--- config.mk ---
export PLATFORM = sky130hd
export DESIGN_NAME = move_validator
export DESIGN_NICKNAME = d
export VERILOG_FILES = /design/src/rtl/reversi_pkg.sv /design/src/rtl/move_validator.sv
export SDC_FILE = /design/constraint.sdc
export NUM_CORES = 1
export LEC_CHECK = 0
export ABC_AREA = 1
export CORE_UTILIZATION = 32
export CTS_CLUSTER_DIAMETER = 120
export DETAILED_ROUTE_END_ITERATION = 6
export HOLD_SLACK_MARGIN = 0.12
export PLACE_DENSITY = 0.61
export RECOVER_POWER = 25
export SYNTH_ARGS = -nofsm -noshare
export SYNTH_HDL_FRONTEND = slang
export SYNTH_SLANG_ARGS = --single-unit
--- constraint.sdc ---
create_clock -name clk -period 2.9 [get_ports clk]
set_input_delay 0.435 -clock clk [delete_from_list [all_inputs] [get_ports clk]]
set_output_delay 0.435 -clock clk [all_outputs]
set_load 0.05 [all_outputs]
--- src/rtl/reversi_pkg.sv ---
// Shared Reversi definitions: cell encoding, board size, direction table and
// the move-validator state encoding. The flip stage reuses the direction
// indices and delta table so that flip_mask bit d means the same thing in both blocks.
package reversi_pkg;

  localparam int BOARD_DIM = 8;

  // Cell contents as returned by the board read port. 2'b11 is reserved and
  // is treated as a blocking (non-capturable) cell.
  localparam logic [1:0] CELL_EMPTY = 2'b00;
  localparam logic [1:0] CELL_BLACK = 2'b01;
  localparam logic [1:0] CELL_WHITE = 2'b10;

  // Direction indices; bit d of a flip mask refers to direction d.
  // Rows grow downwards, so north is dy = -1.
  localparam logic [2:0] DIR_N  = 3'd0;
  localparam logic [2:0] DIR_NE = 3'd1;
  localparam logic [2:0] DIR_E  = 3'd2;
  localparam logic [2:0] DIR_SE = 3'd3;
  localparam logic [2:0] DIR_S  = 3'd4;
  localparam logic [2:0] DIR_SW = 3'd5;
  localparam logic [2:0] DIR_W  = 3'd6;
  localparam logic [2:0] DIR_NW = 3'd7;

  typedef struct packed {
    logic signed [1:0] dx;
    logic signed [1:0] dy;
  } delta_t;

  typedef enum logic [2:0] {
    MV_IDLE,
    MV_RD_ORG,
    MV_EV_ORG,
    MV_STEP,
    MV_EVAL,
    MV_NEXT,
    MV_FINISH
  } mv_state_e;

  function automatic delta_t dir_delta(input logic [2:0] dir);
    delta_t d;
    d.dx = 2'sd0;
    d.dy = 2'sd0;
    case (dir)
      DIR_N:   begin d.dx =  2'sd0; d.dy = -2'sd1; end
      DIR_NE:  begin d.dx =  2'sd1; d.dy = -2'sd1; end
      DIR_E:   begin d.dx =  2'sd1; d.dy =  2'sd0; end
      DIR_SE:  begin d.dx =  2'sd1; d.dy =  2'sd1; end
      DIR_S:   begin d.dx =  2'sd0; d.dy =  2'sd1; end
      DIR_SW:  begin d.dx = -2'sd1; d.dy =  2'sd1; end
      DIR_W:   begin d.dx = -2'sd1; d.dy =  2'sd0; end
      default: begin d.dx = -2'sd1; d.dy = -2'sd1; end
    endcase
    return d;
  endfunction

endpackage

--- src/rtl/move_validator.sv ---
// Checks a candidate Reversi move by walking all 8 directions through a synchronous board read port.
// Latency: done 3 cycles after launch for an occupied origin, at most 130 cycles in the worst case.
// Backpressure: none; start is a level, a rising edge in IDLE launches, and start is ignored while busy.
//
// Ports:
//   clk, resetn          clock (rising edge), asynchronous active-low reset
//   start                level enable; its rising edge launches a check
//   cursor_x/cursor_y    candidate cell (0,0 = top-left), sampled at launch
//   player               0 = black to move, 1 = white to move, sampled at launch
//   rd_x/rd_y, rd_data   board read port; rd_data is valid one cycle after the address
//   busy                 high from launch until done
//   done                 one-cycle pulse when valid_move/flip_mask are final
//   valid_move           move is legal (held until next launch)
//   flip_mask            bit d set = direction d captures (held until next launch)
module move_validator
  import reversi_pkg::*;
#(
  parameter int BOARD_BITS = 3
) (
  input  logic                  clk,
  input  logic                  resetn,
  input  logic                  start,
  input  logic [BOARD_BITS-1:0] cursor_x,
  input  logic [BOARD_BITS-1:0] cursor_y,
  input  logic                  player,
  output logic [BOARD_BITS-1:0] rd_x,
  output logic [BOARD_BITS-1:0] rd_y,
  input  logic [1:0]            rd_data,
  output logic                  busy,
  output logic                  done,
  output logic                  valid_move,
  output logic [7:0]            flip_mask
);

  // One extra bit so a step off either edge shows up in the top bit.
  localparam int W = BOARD_BITS + 1;

  mv_state_e             state_q, state_d;
  logic                  start_q;
  logic [BOARD_BITS-1:0] cur_x_q, cur_x_d, cur_y_q, cur_y_d;
  logic                  player_q, player_d;
  logic [BOARD_BITS-1:0] pos_x_q, pos_x_d, pos_y_q, pos_y_d;
  logic [2:0]            dir_q, dir_d;
  logic [2:0]            cnt_q, cnt_d;
  logic [7:0]            mask_q, mask_d;
  logic                  valid_q, valid_d;
  logic                  busy_q, busy_d;
  logic [BOARD_BITS-1:0] rd_x_q, rd_y_q;

  logic                  launch;
  logic [1:0]            own_cell, opp_cell;
  delta_t                dl;
  logic [W-1:0]          nxt_x, nxt_y;
  logic                  oob;

  assign launch   = start && !start_q;
  assign own_cell = player_q ? CELL_WHITE : CELL_BLACK;
  assign opp_cell = player_q ? CELL_BLACK : CELL_WHITE;

  // Neighbour of pos in the current direction. Going below 0 wraps to a value
  // with the top bit set, as does stepping past the last column/row, so the
  // top bit alone flags out-of-bounds.
  assign dl    = dir_delta(dir_q);
  assign nxt_x = {1'b0, pos_x_q} + {{(W-2){dl.dx[1]}}, dl.dx};
  assign nxt_y = {1'b0, pos_y_q} + {{(W-2){dl.dy[1]}}, dl.dy};
  assign oob   = nxt_x[W-1] | nxt_y[W-1];

  always_comb begin
    state_d  = state_q;
    cur_x_d  = cur_x_q;
    cur_y_d  = cur_y_q;
    player_d = player_q;
    pos_x_d  = pos_x_q;
    pos_y_d  = pos_y_q;
    dir_d    = dir_q;
    cnt_d    = cnt_q;
    mask_d   = mask_q;
    valid_d  = valid_q;
    busy_d   = busy_q;
    rd_x     = rd_x_q;
    rd_y     = rd_y_q;
    done     = 1'b0;

    case (state_q)
      MV_IDLE: begin
        if (launch) begin
          cur_x_d  = cursor_x;
          cur_y_d  = cursor_y;
          player_d = player;
          mask_d   = 8'h00;
          valid_d  = 1'b0;
          busy_d   = 1'b1;
          state_d  = MV_RD_ORG;
        end
      end

      MV_RD_ORG: begin
        rd_x    = cur_x_q;
        rd_y    = cur_y_q;
        state_d = MV_EV_ORG;
      end

      MV_EV_ORG: begin
        // Any non-empty origin (including reserved) is illegal; mask stays 0.
        if (rd_data != CELL_EMPTY) begin
          state_d = MV_FINISH;
        end else begin
          dir_d   = DIR_N;
          pos_x_d = cur_x_q;
          pos_y_d = cur_y_q;
          cnt_d   = 3'd0;
          state_d = MV_STEP;
        end
      end

      MV_STEP: begin
        if (oob) begin
          state_d = MV_NEXT;
        end else begin
          rd_x    = nxt_x[BOARD_BITS-1:0];
          rd_y    = nxt_y[BOARD_BITS-1:0];
          pos_x_d = nxt_x[BOARD_BITS-1:0];
          pos_y_d = nxt_y[BOARD_BITS-1:0];
          state_d = MV_EVAL;
        end
      end

      MV_EVAL: begin
        if (rd_data == opp_cell) begin
          // At most 6 interior cells on a line, so 3 bits never wrap.
          cnt_d   = cnt_q + 3'd1;
          state_d = MV_STEP;
        end else begin
          if (rd_data == own_cell && cnt_q != 3'd0) begin
            mask_d[dir_q] = 1'b1;
          end
          state_d = MV_NEXT;
        end
      end

      MV_NEXT: begin
        if (dir_q == DIR_NW) begin
          // Resolve the verdict here so it is already stable during done.
          valid_d = |mask_q;
          state_d = MV_FINISH;
        end else begin
          dir_d   = dir_q + 3'd1;
          pos_x_d = cur_x_q;
          pos_y_d = cur_y_q;
          cnt_d   = 3'd0;
          state_d = MV_STEP;
        end
      end

      MV_FINISH: begin
        done    = 1'b1;
        valid_d = |mask_q;
        busy_d  = 1'b0;
        state_d = MV_IDLE;
      end

      default: begin
        busy_d  = 1'b0;
        state_d = MV_IDLE;
      end
    endcase
  end

  always_ff @(posedge clk or negedge resetn) begin
    if (!resetn) begin
      state_q  <= MV_IDLE;
      start_q  <= 1'b0;
      cur_x_q  <= '0;
      cur_y_q  <= '0;
      player_q <= 1'b0;
      pos_x_q  <= '0;
      pos_y_q  <= '0;
      dir_q    <= 3'd0;
      cnt_q    <= 3'd0;
      mask_q   <= 8'h00;
      valid_q  <= 1'b0;
      busy_q   <= 1'b0;
      rd_x_q   <= '0;
      rd_y_q   <= '0;
    end else begin
      state_q  <= state_d;
      start_q  <= start;
      cur_x_q  <= cur_x_d;
      cur_y_q  <= cur_y_d;
      player_q <= player_d;
      pos_x_q  <= pos_x_d;
      pos_y_q  <= pos_y_d;
      dir_q    <= dir_d;
      cnt_q    <= cnt_d;
      mask_q   <= mask_d;
      valid_q  <= valid_d;
      busy_q   <= busy_d;
      // Read address holds whatever was last driven.
      rd_x_q   <= rd_x;
      rd_y_q   <= rd_y;
    end
  end

  assign busy       = busy_q;
  assign valid_move = valid_q;
  assign flip_mask  = mask_q;

endmodule

==> metrics.md, run 1 <==
| Metric | Value |
|---|---|
| GRT Overall Usage | `approximately 16%` |
| CTS Hold Buffers Added | `0` |
| Slew @ Worst Pin | `2080 ps` |
| Netlist cell types | `32` |
| Syn Inst Count | `between 200 and 300` |
| Fin crit period | `between 3000 and 4000 ps` |
| TritonCTS clock tree | `built` |
| Tcrit/Tclk final | `106%` |
| Final std cells w/o fill | `between 400 and 500` |
| Most frequent cells in the layout | `nand2_1, dfrtp_1, inv_1, nor2_1, buf_4` |
| Vias in the first global route | `2065` |
| Fillers | `around 680` |
| Commonest non-fill, non-tap cell in the layout | `nand2_1` |
| Later-pin clock latency in the skew report | `300 ps` |
| GRT overflow | `0` |
| Diode count | `0` |
| Sw power | `just under 0.002 W` |
| Status | `complete, but fails checks` |
| Slew headroom | `-38.6%` |
| Vias per Instance | `4.60` |
| Final worst setup slack | `-177 ps` |
| Largest net degree at the start of global routing | `40` |
| Die area | `7570 sq um` |
| Internal | `0.00222 W` |
| CP Capture Type | `output port` |
| Clock power frac | `between 10% and 20%` |
| H-tree depth | `2` |
| Fmax achieved | `325 MHz` |
| Core area | `around 7000 sq um` |
| TritonRoute pass-1 iters | `4` |
| CTS clock-pin slew for the worst setup and hold paths | `around 80 ps` |
| Critical Path RT | `approximately 2500 ps` |
| Share of post-route cells with drive strength above 1 | `a little over a quarter` |
| Clk sinks | `39` |
| Root buf cell | `clkbuf_8` |
| VDD IR-drop max | `between 0.5 and 0.6 mV` |
| Routed wire per std cell | `12.4 um` |
| Max stage delay on crit path | `440 ps` |
| Port bufs | `28` |
| Synth warn | `0` |
| PD cells | `1290 nW/um^2` |
| Antenna violations before repair | `0` |
| LEAKAGE | `~1.6 nW` |
| Skew final | `around 13 ps` |
| Final Power | `about 0.0042 W` |
| Die Width | `87.0 um` |
| Die Y | `roughly 87 um` |
| Max-cap check violation count | `1` |
| DRC | `0` |
| Post-DRT Antenna Nets | `0` |
| Slowest cell on the critical path | `fa_2` |
| Fin. max-slew vios | `40` |
| HP Class | `flip-flop to flip-flop` |
| #FFs+latches synth | `39` |
| Flop pwr share | `21.9%` |
| # setup viols final | `6` |
| Dpl cells | `430` |
| Cells along the critical path | `buf_6 > ha_4 > ha_2 > nand3b_1 > ha_2 > inv_2 > fa_2 > or2_1 > nand2_1 > nand2_1 > nand2_2 > buf_12` |
| Syn Nets | `326` |
| Post-synthesis sequential area ratio | `42.2%` |
| Nets | `around 380` |
| Storage element area | `just under 1000 sq um` |
| Final HPWL DP | `3.84 mm` |
| Max FO, Critical Path | `4` |
| Clock buffer depth | `2` |
| Area occupied by multi-input gates | `1350 sq um` |
| RePlAce Congestion | `between 0.8 and 0.9` |
| Startpoint Class | `flip-flop` |
| Setup CP Type | `flip-flop to output port` |
| Worst Path Arrival | `between 2000 and 3000 ps` |
| Initial Util | `between 30% and 40%` |
| First-pass GRT wire length | `a little over 9 mm` |
| Setup Total Neg Slack | `-791 ps` |
| Hold Fails Final Rpt | `0` |
| RSZ-0062 raised after global routing | `yes` |
| Drt first-iter violations | `around 120` |
| Sw Ratio | `a little under half` |
| Failing checks | `capacitance limit, slew limit, setup timing` |
| Number of I/O pins | `29` |
| Detailed Route WL | `between 5 and 6 mm` |
| Gate power share | `between 60% and 70%` |
| Avg Synthesized Cell Area | `7.76 sq um` |
| Post-Syn Area | `~2300 sq um` |
| Synth-to-Final Area Change | `39.7%` |
| Final Util | `between 40% and 50%` |
| CTS buffer count | `5` |
| Num rows | `30` |
| Vias | `2061` |
-- critical path: cells and delay by family (launching register included) --
kind / cells / cell delay (ps)
adders and majority gates: 4 / 970
and+or+nand+nor: 5 / 610
DFF: 1 / 420
buffers and inverters: 3 / 340
-- repair_timing --
action | in CTS | in global routing
setup buffers | 7 | 3
setup endpoints to repair | 6 | 6
pin swaps | 17 | 8
gates resized for setup | 42 | 8
-- layer usage --
| metal | global-route usage, % | part of all wire, % | up-vias |
|---|---|---|---|
| met5 | 0 | 0 | - |
| met4 | 4.70 | 1.3 | 0 |
| met3 | 3.32 | 3.4 | 8 |
| met2 | 27.8 | 48 | 31 |
| met1 | 19.4 | 47 | 974 |
| li1 | - | - | 1048 |
-- final timing paths --
kind	from	to	slack (ps)	cells after the start
setup / recovery	dir_q[1]	rd_x[1]	-180	12
hold / removal	busy	busy	510	2
setup reg to reg	dir_q[0]	pos_x_q[0]	440	18
hold reg to reg	busy	busy	510	2
max in group asynchronous	resetn	dir_q[2]	830	1
min in group asynchronous	resetn	rd_x_q[0]	720	1
-- registers in the layout (all words and copies together), names as in the netlist --
name,count
flip_mask,8
cnt_q,3
cur_x_q,3
cur_y_q,3
dir_q,3
pos_x_q,3
pos_y_q,3
rd_x_q,3
rd_y_q,3
state_q,3
busy,1
player_q,1
start_q,1
valid_move,1
-- synthesized netlist by cell type --
master	count	share of area [%]
nand3b_1	2	0.65
nand2_2	8	2.2
inv_2	5	0.81
buf_6	1	0.49
dfrtp_1	39	42
o21ai_1	8	1.7
nor2_1	35	5.7
nand2_1	82	13
or2_1	1	0.27
nand3_1	14	3.0
a21oi_4	1	0.70
nor2_2	1	0.27
nor4_1	2	0.54
nor3_2	1	0.43
nand2_4	2	0.97
or2_2	2	0.54
nand4_1	1	0.27
ha_1	14	7.6
a21oi_1	6	1.3
xor2_1	1	0.38
nor3_1	1	0.22
inv_1	35	5.7
nand3_2	1	0.43
a211oi_1	1	0.32
a31oi_1	2	0.54
xnor2_1	2	0.76
a22oi_1	5	1.6
o21ai_0	18	3.9
buf_4	2	0.65
a21oi_2	1	0.38
fa_1	2	1.7
buf_2	2	0.43
-- layout make-up --
cell class	instances	share of cell area, %
clock inverter	3	1.36
clock buffer	5	2.13
multi-input combinational	214	41.8
tap	96	3.72
inverter	40	4.73
sequential	39	30.3
timing repair buffer	51	15.9
-- stage by stage --
step | cell area [sq um] | hold slack (ps) | setup slack, ps
final | 3230 | 508 | -177
after global routing | 3230 | 541 | -302
after CTS | 3170 | 282 | -141
after detailed placement | 2840 | 476 | -68.2
after global placement | 2840 | 464 | 15.4
after floorplan | 2320 | 139 | 27.2
-- power groups by stage --
stage | Sequential [W] | Clock, W | Combinational [W]
2_1_floorplan | 0.000945 | 0 | 0.00145
3_3_place_gp | 0.000896 | 0 | 0.00233
3_5_place_dp | 0.000899 | 0 | 0.00237
4_1_cts | 0.000912 | 0.000475 | 0.00268
5_1_grt | 0.000938 | 0.000500 | 0.00306
6_report | 0.000915 | 0.000462 | 0.00280
-- cells by family (layout without fill, tap and decap cells) --
family / count (synthesis) / in the layout / synth area share (%)
and+or+nand+nor: 153 / 153 / 28.8
xor gates and xnor gates: 3 / 3 / 1.14
AOI/OAI and AO/OA: 42 / 42 / 10.5
DFF: 39 / 39 / 42.2
buffers and inverters: 45 / 99 / 8.06
adders and majority gates: 16 / 16 / 9.31
(Power assumes the default switching activity.)
==> inputs of run 2 (changes only) <==
--- a/config.mk
+++ b/config.mk
@@ -7,7 +7,6 @@
 export LEC_CHECK = 0
 export ABC_AREA = 1
 export CORE_UTILIZATION = 32
-export CTS_CLUSTER_DIAMETER = 120
 export DETAILED_ROUTE_END_ITERATION = 6
 export HOLD_SLACK_MARGIN = 0.12
 export PLACE_DENSITY = 0.61
==> results of run 2 <==
Same layout as run 1: the final DEF is identical, and so are final timing and power.
==> inputs of run 3 (changes only) <==
--- a/config.mk
+++ b/config.mk
@@ -6,10 +6,11 @@
 export NUM_CORES = 1
 export LEC_CHECK = 0
 export ABC_AREA = 1
-export CORE_UTILIZATION = 32
+export CORE_MARGIN = 1
+export CORE_UTILIZATION = 40
 export DETAILED_ROUTE_END_ITERATION = 6
 export HOLD_SLACK_MARGIN = 0.12
-export PLACE_DENSITY = 0.61
+export PLACE_DENSITY = 0.7
 export RECOVER_POWER = 25
 export SYNTH_ARGS = -nofsm -noshare
 export SYNTH_HDL_FRONTEND = slang
==> run 3 against run 2 <==
  * The flow still finishes with violations (capacitance limit, slew limit, setup timing)
  * Setup slack improved by 27 ps
  * Global-route usage grew 3.2 points
  * Fmax up 0.87%
  * Non-clock buffer count shrank 4
  * Clock power shrank 23%
  * First-iteration DRC count is 5.2% lower
  * Worst hold slack worse by 23 ps
  * Wire length is 5.2% lower
  * Die area decreased by 20%
==> metrics.md, run 3 (synthesized netlist as in run 1, its figures left out) <==
| Metric | Value |
|---|---|
| Die area | `6090 sq um (-20%)` |
| Worst r2r src | `dir_q[1]` |
| Flop pwr share | `22.8% (+0.9 points)` |
| Clk sinks | `39 (unchanged)` |
| Drt first-iter violations | `110 (-5.2%)` |
| # setup viols final | `6 (unchanged)` |
| Nets | `375 (-1.1%)` |
| RePlAce Congestion | `0.833 (+2.4%)` |
| TritonRoute pass-1 iters | `4 (unchanged)` |
| Failing checks | `capacitance limit, slew limit, setup timing` |
| Gate power share | `68.4% (+1.3 points)` |
| Antenna violations before repair | `0 (unchanged)` |
| Initial Util | `41.7% (+8.1 points)` |
| Max reg flops | `8 (unchanged)` |
| Slew headroom | `-36.9% (+1.8 points)` |
| Die Width | `78.0 um (-10%)` |
| Port bufs | `28 (unchanged)` |
| Fin. max-slew vios | `40 (unchanged)` |
| HP Class | `flip-flop to flip-flop` |
| DRC | `0 (unchanged)` |
| Later-pin clock latency in the skew report | `290 ps (about the same)` |
| Hold Path Origin | `pos_x_q[0]` |
| Number of I/O pins | `29 (unchanged)` |
| CTS Hold Buffers Added | `0 (unchanged)` |
| Setup CP Type | `flip-flop to output port` |
| Startpoint Class | `flip-flop` |
| Most frequent cells in the layout | `nand2_1, dfrtp_1, inv_1, nor2_1, nand2_2` |
| Vias per Instance | `4.87 (+5.8%)` |
| Commonest non-fill, non-tap cell in the layout | `nand2_1` |
| PD cells | `1280 nW/um^2 (-0.97%)` |
| Sw power | `0.00194 W (-0.87%)` |
| Routed wire per std cell | `12.5 um (+1.1%)` |
| Met3 Use GR | `4.19% (+0.87 points)` |
| CTS buffer count | `5 (unchanged)` |
| GRT overflow | `0 (unchanged)` |
| First-pass GRT wire length | `9.11 mm (-1.7%)` |
| Hold Fails Final Rpt | `0 (unchanged)` |
| Fin crit period | `3050 ps (-26.6 ps)` |
| Tcrit/Tclk final | `105% (-0.92 points)` |
| Root buf cell | `clkbuf_8` |
| Setup Total Neg Slack | `-802 ps (-10.8 ps)` |
| Final worst setup slack | `-151 ps (+26.6 ps)` |
| Max-cap check violation count | `1 (unchanged)` |
| Post-DRT Antenna Nets | `0 (unchanged)` |
| Worst Path Arrival | `2620 ps (-20 ps)` |
| CTS clock-pin slew for the worst setup and hold paths | `70 ps (about the same)` |
| RSZ-0062 raised after global routing | `yes` |
| Critical Path RT | `2470 ps (about the same)` |
| Core area | `5540 sq um (-19%)` |
| TritonCTS clock tree | `built` |
| Clock buffer depth | `2 (unchanged)` |
| Synth-to-Final Area Change | `36.6%` |
| Fillers | `544 (-20%)` |
| H-tree depth | `2 (unchanged)` |
| Clock power frac | `8.8% (-2.2 points)` |
| Grt met1 use | `23.9% (+4.6 points)` |
| LEAKAGE | `1.53 nW (-1.7%)` |
| Met2 GRT Util | `32.5% (+4.7 points)` |
| Skew final | `10.5 ps (-2.98 ps)` |
| Detailed Route WL | `5.26 mm (-5.2%)` |
| Crit path from | `dir_q[1]` |
| Die Y | `78.0 um (-10%)` |
| GRT Overall Usage | `19.0% (+3.2 points)` |
| Status | `complete, but fails checks` |
| Vias in the first global route | `2063 (-0.097%)` |
| Largest net degree at the start of global routing | `40 (unchanged)` |
| CP Capture Type | `output port` |
| Max FO, Critical Path | `7 (+3)` |
| Slew @ Worst Pin | `2050 ps (-26.6 ps)` |
| VDD IR-drop max | `0.780 mV (+31%)` |
| Num rows | `27 (-10%)` |
| Vias | `2045 (-0.78%)` |
| Final HPWL DP | `3.76 mm (-2.1%)` |
| Sw Ratio | `47.9% (+1.1 points)` |
| Internal | `0.00211 W (-5.1%)` |
| Share of post-route cells with drive strength above 1 | `27.9% (+0.88 points)` |
| Diode count | `0 (unchanged)` |
| Final Util | `57.0% (+10 points)` |
| Fmax achieved | `328 MHz (+0.87%)` |
| Busiest grt layer | `met2` |
-- run 3: cell types whose count changed in the layout (fill, tap and decap cells not counted), sizes merged --
cell,change
clkinvlp,+1
buf,-4
clkinv,-1
bufinv,-1
clkbuf,+1
-- run 3: worst max-delay path: stages (launching register included) --
cell     delay [ps]
dfrtp_2         460
inv_4            70
ha_4            190
nor2_4          140
nand2_4         100
nand2_4         100
ha_4            220
nand2_2          60
nand2_1          50
nor2_2          150
inv_1            60
nand2_1          70
nand2_2          70
nand2_4         120
nand2_8          80
nand2_2          80
nand2_1          70
nand2_2          80
buf_12          140
-- run 3: what timing repair did --
item / 4_1_cts / 5_1_grt
buffers inserted: 7 / 5
cloned: 0 / 0
resized for setup: 40 / 17
pin swaps: 22 / 12
endpoints found under the setup margin: 6 / 6
-- run 3: cell type report --
class / count / area [sq um] / area share [%]
multi-input combinational: 214 / 1370 / 43.5
sequential: 39 / 978 / 31.0
timing repair buffer: 47 / 477 / 15.1
inverter: 40 / 155 / 4.91
tap: 72 / 90.1 / 2.85
clock buffer: 6 / 72.6 / 2.30
clock inverter: 2 / 12.5 / 0.396
-- run 3: path summary, 6_finish.rpt --
path                                    to  slack (ps)  cells after the start
worst max-delay path               rd_y[0]        -150                     18
worst min-delay path            pos_x_q[0]         490                      2
worst max register to register   rd_y_q[0]         370                     19
worst min register to register  pos_x_q[0]         490                      2
max in group asynchronous         dir_q[1]         840                      1
min in group asynchronous        rd_y_q[1]         730                      1
-- run 3: through the flow --
stage | power (W) | cells | hold WS (ps) | instance area (sq um) | setup slack (ps)
after CTS | 0.00387 | 415 | 280 | 3070 | -114
after global placement | 0.00313 | 400 | 467 | 2760 | 67.1
after global routing | 0.00437 | 420 | 542 | 3160 | -295
final | 0.00405 | 420 | 485 | 3160 | -151
after detailed placement | 0.00319 | 400 | 471 | 2760 | -47.0
after floorplan | 0.00240 | 298 | 139 | 2320 | 27.2
-- run 3: power by group through the flow --
stage               Sequential, W  Clock, W  Combinational (W)
finish                   0.000923  0.000358            0.00277
global route             0.000951  0.000395            0.00302
CTS                      0.000924  0.000369            0.00258
detailed placement       0.000903         0            0.00229
global placement         0.000897         0            0.00224
floorplan                0.000945         0            0.00145
-- run 3: per-layer routing --
metal / vias up / part of all wire [%] / wire length (um)
met5: - / 0 / 0
met4: 0 / 0.86 / 45
met3: 6 / 4.4 / 231
met2: 42 / 50 / 2640
met1: 951 / 44 / 2340
li1: 1046 / - / -
